[config.mk]
export PLATFORM = sky130hd
export DESIGN_NAME = fnd_scan_dec_flat
export DESIGN_NICKNAME = d
export VERILOG_FILES = /design/src/rtl/fnd_scan_if.sv /design/src/rtl/fnd_scan_dec.sv /design/src/flat_wrapper.sv
export SDC_FILE = /design/constraint.sdc
export NUM_CORES = 1
export LEC_CHECK = 0
export ABC_CLOCK_PERIOD_IN_PS = 2000
export BUFFER_PORTS_ARGS = -buffer_cell sky130_fd_sc_hd__buf_2
export CORE_AREA = 2 2 113 115
export DETAILED_ROUTE_END_ITERATION = 8
export DIE_AREA = 0 0 115 117
export PLACE_DENSITY = 0.49
export SETUP_SLACK_MARGIN = 0.2
export SLEW_MARGIN = 20
export SYNTH_ARGS = -nofsm -noshare
export SYNTH_HDL_FRONTEND = slang
export SYNTH_SLANG_ARGS = --single-unit
export TNS_END_PERCENT = 1
[constraint.sdc]
create_clock -name clk -period 2 [get_ports clk]
set_input_delay 0.4 -clock clk [delete_from_list [all_inputs] [get_ports clk]]
set_output_delay 0.4 -clock clk [all_outputs]
set_load 0.01 [all_outputs]
[src/rtl/fnd_scan_if.sv]
// Signal bundle between an observed seven-segment scan bus and its decoder.
// The master drives the observed lines; the slave (decoder) drives the results.
interface fnd_scan_if;
  logic [6:0]  seg_in;
  logic [3:0]  com_in;
  logic [15:0] digits;
  logic        frame_valid;
  logic [3:0]  dig_seen;
  logic [3:0]  blank;
  logic        err;
  logic [1:0]  err_digit;

  modport master (
    output seg_in, com_in,
    input  digits, frame_valid, dig_seen, blank, err, err_digit
  );

  modport slave (
    input  seg_in, com_in,
    output digits, frame_valid, dig_seen, blank, err, err_digit
  );
endinterface

[src/rtl/fnd_scan_dec.sv]
// Snoops a multiplexed 4-digit active-low 7-segment scan bus and rebuilds the displayed hex value.
// Optional macro FND_SCAN_DEC_BLANK_EN: an all-dark digit (seg 7F) is a legal blank capture.
module fnd_scan_dec #(
  parameter int unsigned STABLE_CNT = 4
) (
  input logic        clk,
  input logic        rst,
  fnd_scan_if.slave  bus
);

  localparam logic [7:0] CNT_LAST = 8'(STABLE_CNT - 1);

  typedef enum logic [1:0] {IDLE, SETTLE, CAPTURE, HOLD} state_t;

  // Returns {hit, nibble}; hit=0 means the pattern is not a hex glyph.
  function automatic logic [4:0] seg_decode(input logic [6:0] seg);
    logic [4:0] r;
    case (seg)
      7'h40:   r = 5'h10;
      7'h79:   r = 5'h11;
      7'h24:   r = 5'h12;
      7'h30:   r = 5'h13;
      7'h19:   r = 5'h14;
      7'h12:   r = 5'h15;
      7'h02:   r = 5'h16;
      7'h78:   r = 5'h17;
      7'h00:   r = 5'h18;
      7'h10:   r = 5'h19;
      7'h08:   r = 5'h1A;
      7'h03:   r = 5'h1B;
      7'h46:   r = 5'h1C;
      7'h21:   r = 5'h1D;
      7'h06:   r = 5'h1E;
      7'h0E:   r = 5'h1F;
      default: r = 5'h00;
    endcase
    return r;
  endfunction

  state_t           state_q, state_d;
  logic [7:0]       cnt_q, cnt_d;
  logic [10:0]      samp_q, samp_d;
  logic [3:0][3:0]  slot_q, slot_d;
  logic [3:0]       slot_blank_q, slot_blank_d;
  logic [3:0]       dig_seen_q, dig_seen_d;
  logic [15:0]      digits_q, digits_d;
  logic [3:0]       blank_q, blank_d;
  logic             fv_q, fv_d;
  logic             err_q, err_d;
  logic [1:0]       err_digit_q, err_digit_d;

  logic             change;
  logic [3:0]       cap_com;
  logic [6:0]       cap_seg;
  logic [4:0]       dec;
  logic             one_low;
  logic [1:0]       cap_idx;
  logic             pat_blank;
  logic             pat_ok;

  // Sampler: current bus value vs. the one registered last cycle.
  always_comb begin
    samp_d = {bus.com_in, bus.seg_in};
    change = (samp_d != samp_q);
  end

  // Stability FSM
  always_comb begin
    state_d = state_q;
    cnt_d   = cnt_q;
    case (state_q)
      IDLE: begin
        if (change) begin
          state_d = SETTLE;
          cnt_d   = 8'd0;
        end
      end
      SETTLE: begin
        if (change) begin
          cnt_d = 8'd0;
        end else if (cnt_q == CNT_LAST) begin
          state_d = CAPTURE;
        end else begin
          cnt_d = cnt_q + 8'd1;
        end
      end
      CAPTURE: begin
        state_d = HOLD;
        cnt_d   = 8'd0;
      end
      HOLD: begin
        if (change) begin
          state_d = SETTLE;
          cnt_d   = 8'd0;
        end
      end
      default: begin
        state_d = IDLE;
        cnt_d   = 8'd0;
      end
    endcase
  end

  // In CAPTURE the registered sample holds the value that was stable for the whole run.
  always_comb begin
    cap_com = samp_q[10:7];
    cap_seg = samp_q[6:0];
    dec     = seg_decode(cap_seg);
    one_low = 1'b1;
    cap_idx = 2'd0;
    case (cap_com)
      4'hE:    cap_idx = 2'd0;
      4'hD:    cap_idx = 2'd1;
      4'hB:    cap_idx = 2'd2;
      4'h7:    cap_idx = 2'd3;
      default: one_low = 1'b0;
    endcase
`ifdef FND_SCAN_DEC_BLANK_EN
    pat_blank = (cap_seg == 7'h7F);
`else
    pat_blank = 1'b0;
`endif
    pat_ok = dec[4] | pat_blank;
  end

  // Slot, frame and error bookkeeping
  always_comb begin
    slot_d       = slot_q;
    slot_blank_d = slot_blank_q;
    dig_seen_d   = dig_seen_q;
    digits_d     = digits_q;
    blank_d      = blank_q;
    fv_d         = 1'b0;
    err_d        = err_q;
    err_digit_d  = err_digit_q;

    // Frame completes one edge after the last missing digit lands; CAPTURE
    // is always followed by HOLD, so this never coincides with a capture.
    if (dig_seen_q == 4'hF) begin
      digits_d   = slot_q;
      blank_d    = slot_blank_q;
      fv_d       = 1'b1;
      dig_seen_d = 4'h0;
    end

    if (state_q == CAPTURE && one_low) begin
      if (pat_ok) begin
        slot_d[cap_idx]       = pat_blank ? 4'h0 : dec[3:0];
        slot_blank_d[cap_idx] = pat_blank;
        dig_seen_d[cap_idx]   = 1'b1;
      end else begin
        err_d = 1'b1;
        if (!err_q) err_digit_d = cap_idx;
      end
    end
  end

  always_ff @(posedge clk) begin
    if (rst) begin
      state_q      <= IDLE;
      cnt_q        <= 8'd0;
      samp_q       <= '1;
      slot_q       <= '0;
      slot_blank_q <= 4'h0;
      dig_seen_q   <= 4'h0;
      digits_q     <= 16'h0000;
      blank_q      <= 4'h0;
      fv_q         <= 1'b0;
      err_q        <= 1'b0;
      err_digit_q  <= 2'd0;
    end else begin
      state_q      <= state_d;
      cnt_q        <= cnt_d;
      samp_q       <= samp_d;
      slot_q       <= slot_d;
      slot_blank_q <= slot_blank_d;
      dig_seen_q   <= dig_seen_d;
      digits_q     <= digits_d;
      blank_q      <= blank_d;
      fv_q         <= fv_d;
      err_q        <= err_d;
      err_digit_q  <= err_digit_d;
    end
  end

  assign bus.digits      = digits_q;
  assign bus.frame_valid = fv_q;
  assign bus.dig_seen    = dig_seen_q;
  assign bus.blank       = blank_q;
  assign bus.err         = err_q;
  assign bus.err_digit   = err_digit_q;

endmodule

[src/flat_wrapper.sv]
// flat-port wrapper written by rule: the top's interface ports become plain ports
module fnd_scan_dec_flat 
#(
  parameter int unsigned STABLE_CNT = 4
)
  (clk, rst, bus_seg_in, bus_com_in, bus_digits, bus_frame_valid, bus_dig_seen, bus_blank, bus_err, bus_err_digit);
  fnd_scan_if bus_i ();
  input logic clk;
  input logic rst;
  input wire logic [$bits(bus_i.seg_in)-1:0] bus_seg_in;
  input wire logic [$bits(bus_i.com_in)-1:0] bus_com_in;
  output wire logic [$bits(bus_i.digits)-1:0] bus_digits;
  output wire logic [$bits(bus_i.frame_valid)-1:0] bus_frame_valid;
  output wire logic [$bits(bus_i.dig_seen)-1:0] bus_dig_seen;
  output wire logic [$bits(bus_i.blank)-1:0] bus_blank;
  output wire logic [$bits(bus_i.err)-1:0] bus_err;
  output wire logic [$bits(bus_i.err_digit)-1:0] bus_err_digit;
  assign bus_i.seg_in = bus_seg_in;
  assign bus_i.com_in = bus_com_in;
  assign bus_digits = bus_i.digits;
  assign bus_frame_valid = bus_i.frame_valid;
  assign bus_dig_seen = bus_i.dig_seen;
  assign bus_blank = bus_i.blank;
  assign bus_err = bus_i.err;
  assign bus_err_digit = bus_i.err_digit;
  fnd_scan_dec #(.STABLE_CNT(STABLE_CNT)) u_core (.clk(clk), .rst(rst), .bus(bus_i));
endmodule
==> run metrics <==
Tcrit/Tclk final 96.1%; TritonCTS clock tree built; GPL Wtd Cong 0.798; initial drt markers 109; Slowest cell on crit path or4_4; min-delay src bus_com_in[0]; Slew @ Worst Pin between 0.4 and 0.5 ns; maxcap violations 0; core footprint 12300 sq um; slowest stage delay, CP 0.51 ns; Synth Flop Type dfxtp_1; # clock sinks slightly below 70; maximum level of the CTS H-tree 3; PwrDens 804 nW/um^2; HPWL after DPL 5810 um; EDFF count, synth 0; Filler cells between 1000 and 1500; crit path time final 1.92 ns; mux cell area share after synthesis 5.65%; Initial Util 27.1%; pins over their slew limit 0; Critical Path, Cell by Cell or2_1 > or4_4 > nand3_4 > o311ai_4 > buf_4 > and3b_2; CP bufs+invs 1; post-synthesis async set-or-reset flop share 0%; Fin Hold WS 0.280 ns; compound-cell area share of the yosys netlist 15.9%; Yosys cell types 62; cts-stage hold buffer count 0; Multi-input gate area 1890 sq um; Ports 41; largest family of logic cells by synthesized area simple AND/OR/NAND/NOR gates; Max Fclk roughly 0.52 GHz; Total Power 3.50 mW; XOR/XNOR share of the synthesized area 3.93%; worst min-delay path class input port to flip-flop; port bufs 40; Leak 1.76 nW; slew margin rel. 66.9%; CTS buffer count 9; area delta synth->final 30.3%; placed insts about 580; # DRC 0; synth warn 0; Avg Cell Area, Syn 9.11 sq um; RSZ-0062 raised after global routing true; CTS Root Cell clkbuf_16; row count 41; CTS Buffer Depth 2; number of global-route vias before repair 2758; Die X 115 um; first drt pass iteration count 4; ANT cells 0; wire per inst 13.2 um; Top Metal Used met4; Setup crit end kind flip-flop; Synth Register Bits 69; Worst VDD drop about 0.33 mV; Clock Latency Late Sink 0.33 ns; DR vias approximately 2800; share of cells above drive strength 1 35.0%; CP arrival 2.15 ns; reg2reg start u_core.samp_q[6]; status finished, final reports clean; post-synthesis adder-cell area fraction 1.50%; Syn Inst Count 367; non-filler instance count after layout 596; Reg clk slew, reported paths 0.06 ns; crit path from u_core.samp_q[6]; final hold viol count 0; largest net degree at the start of global routing 42; Layout Nets around 460; vias per cell about 4.7; setup violators final 0; Remaining Overflow, GRT 0; ANT nets after route 0; first-pass GRT wire length ~13000 um; GR Util All Layers between 10% and 20%; initial antenna violation count 0; height of the die between 100 and 150 um; Worst Setup Start Kind flip-flop; critical path class flip-flop to flip-flop; Synth Cell Area 3340 sq um; Post-Synth Simple-Gate Area 27.2%; WL met3 332 um; M1 WL 3760 um; Worst Clk Skew around 0.0068 ns; kind of cell adding the most delay to the critical path simple AND/OR/NAND/NOR gates; CP Data Required Time 2.23 ns; CP max FO 10; final wirelength 7840 um; met2 wire length 3640 um; die area 13500 sq um; post-synthesis sequential area ratio 41.3%; register area 1400 sq um; Syn Nets 384
==> synth_stat cells, types with 7 or more instances <==
cell type | instances | area share (%)
a21oi_1 | 34 | 5.1
clkbuf_1 | 13 | 1.5
dfxtp_1 | 69 | 41
inv_1 | 9 | 1.0
mux2_1 | 7 | 2.4
mux2i_1 | 8 | 2.4
nand2_1 | 55 | 6.2
nand2b_1 | 9 | 1.7
nand3_1 | 7 | 1.0
nor2_1 | 16 | 1.8
nor2b_1 | 11 | 2.1
or2_2 | 11 | 2.1
xor2_1 | 12 | 3.1
==> through the flow <==
step           worst slack [ns]  cell area [sq um]  util (%)  TNS, ns
6_report                 0.0789               4350      35.4        0
3_5_place_dp            -0.0110               3980      32.3  -0.0132
3_3_place_gp             0.0325               3980      32.3        0
4_1_cts                  0.0679               4280      34.8        0
5_1_grt                 -0.0208               4350      35.4  -0.0342
2_1_floorplan             0.179               3340         -        0
==> registers in the layout, indices dropped and copies added, names as in the netlist <==
register and count:
u_core.bus.blank 4, u_core.bus.dig_seen 4, u_core.bus.digits 16, u_core.bus.err 1
u_core.bus.err_digit 2, u_core.bus.frame_valid 1, u_core.cnt_q 8, u_core.samp_q 11
u_core.slot_blank_q 4, u_core.slot_q 16, u_core.state_q 2
==> path summary, 6_finish.rpt <==
kind	endpoint	slack, ns	cells past startpoint
min reg2reg	u_core.bus.digits[3]	0.45	2
max reg2reg	u_core.slot_blank_q[2]	0.08	6
min	u_core.samp_q[7]	0.28	2
max	u_core.slot_blank_q[2]	0.08	6
==> cell type report <==
type / count / share of cell area [%]
well taps: 150 / 4.31
repair buffers: 86 / 13.2
flip-flops and latches: 69 / 32.1
inverters: 9 / 0.776
multi-input cells: 266 / 43.4
clock buffers: 10 / 5.26
clock inverters: 6 / 0.891
==> cell usage in the layout (no fill, tap or decap), drive strengths merged, types with 10 or more instances in the layout <==
cell    instances
nand2          55
clkbuf         10
dfxtp          69
inv            10
xor2           12
nor2           16
buf            86
or2            12
a21oi          34
nor2b          11
==> layer usage <==
layer	track usage, %	vias up
met3	3.45	8
met1	15.8	1300
li1	-	1430
met4	4.10	0
met2	20.5	48
met5	0	-
==> worst register-to-register path, cell delays in order (launching register included) <==
cell and delay [ns]:
dfxtp_4 0.37, or2_1 0.24, or4_4 0.51, nand3_4 0.18, o311ai_4 0.15, buf_4 0.18
and3b_2 0.19
==> timing repair <==
| action | in CTS | in global routing |
|---|---|---|
| endpoints found under the setup margin | 36 | 36 |
| resized for setup | 12 | 20 |
| buffers inserted | 1 | 0 |
| pin swaps | 5 | 13 |
==> where the power goes <==
| group | switching (mW) | internal, mW | leakage, nW | total [mW] |
|---|---|---|---|---|
| Sequential | 0.0470 | 1.41 | 0.559 | 1.46 |
| Clock | 0.595 | 0.836 | 0.129 | 1.43 |
| Combinational | 0.332 | 0.278 | 1.07 | 0.610 |
| Total | 0.974 | 2.53 | 1.76 | 3.50 |
==> cells by family after synthesis <==
family / after synthesis
muxes: 17
buffers and inverters: 32
adders and majority gates: 4
AOI/OAI and AO/OA: 71
xor gates and xnor gates: 15
and+or+nand+nor: 159
DFF: 69
No activity file was read; power rests on OpenSTA's default activity.
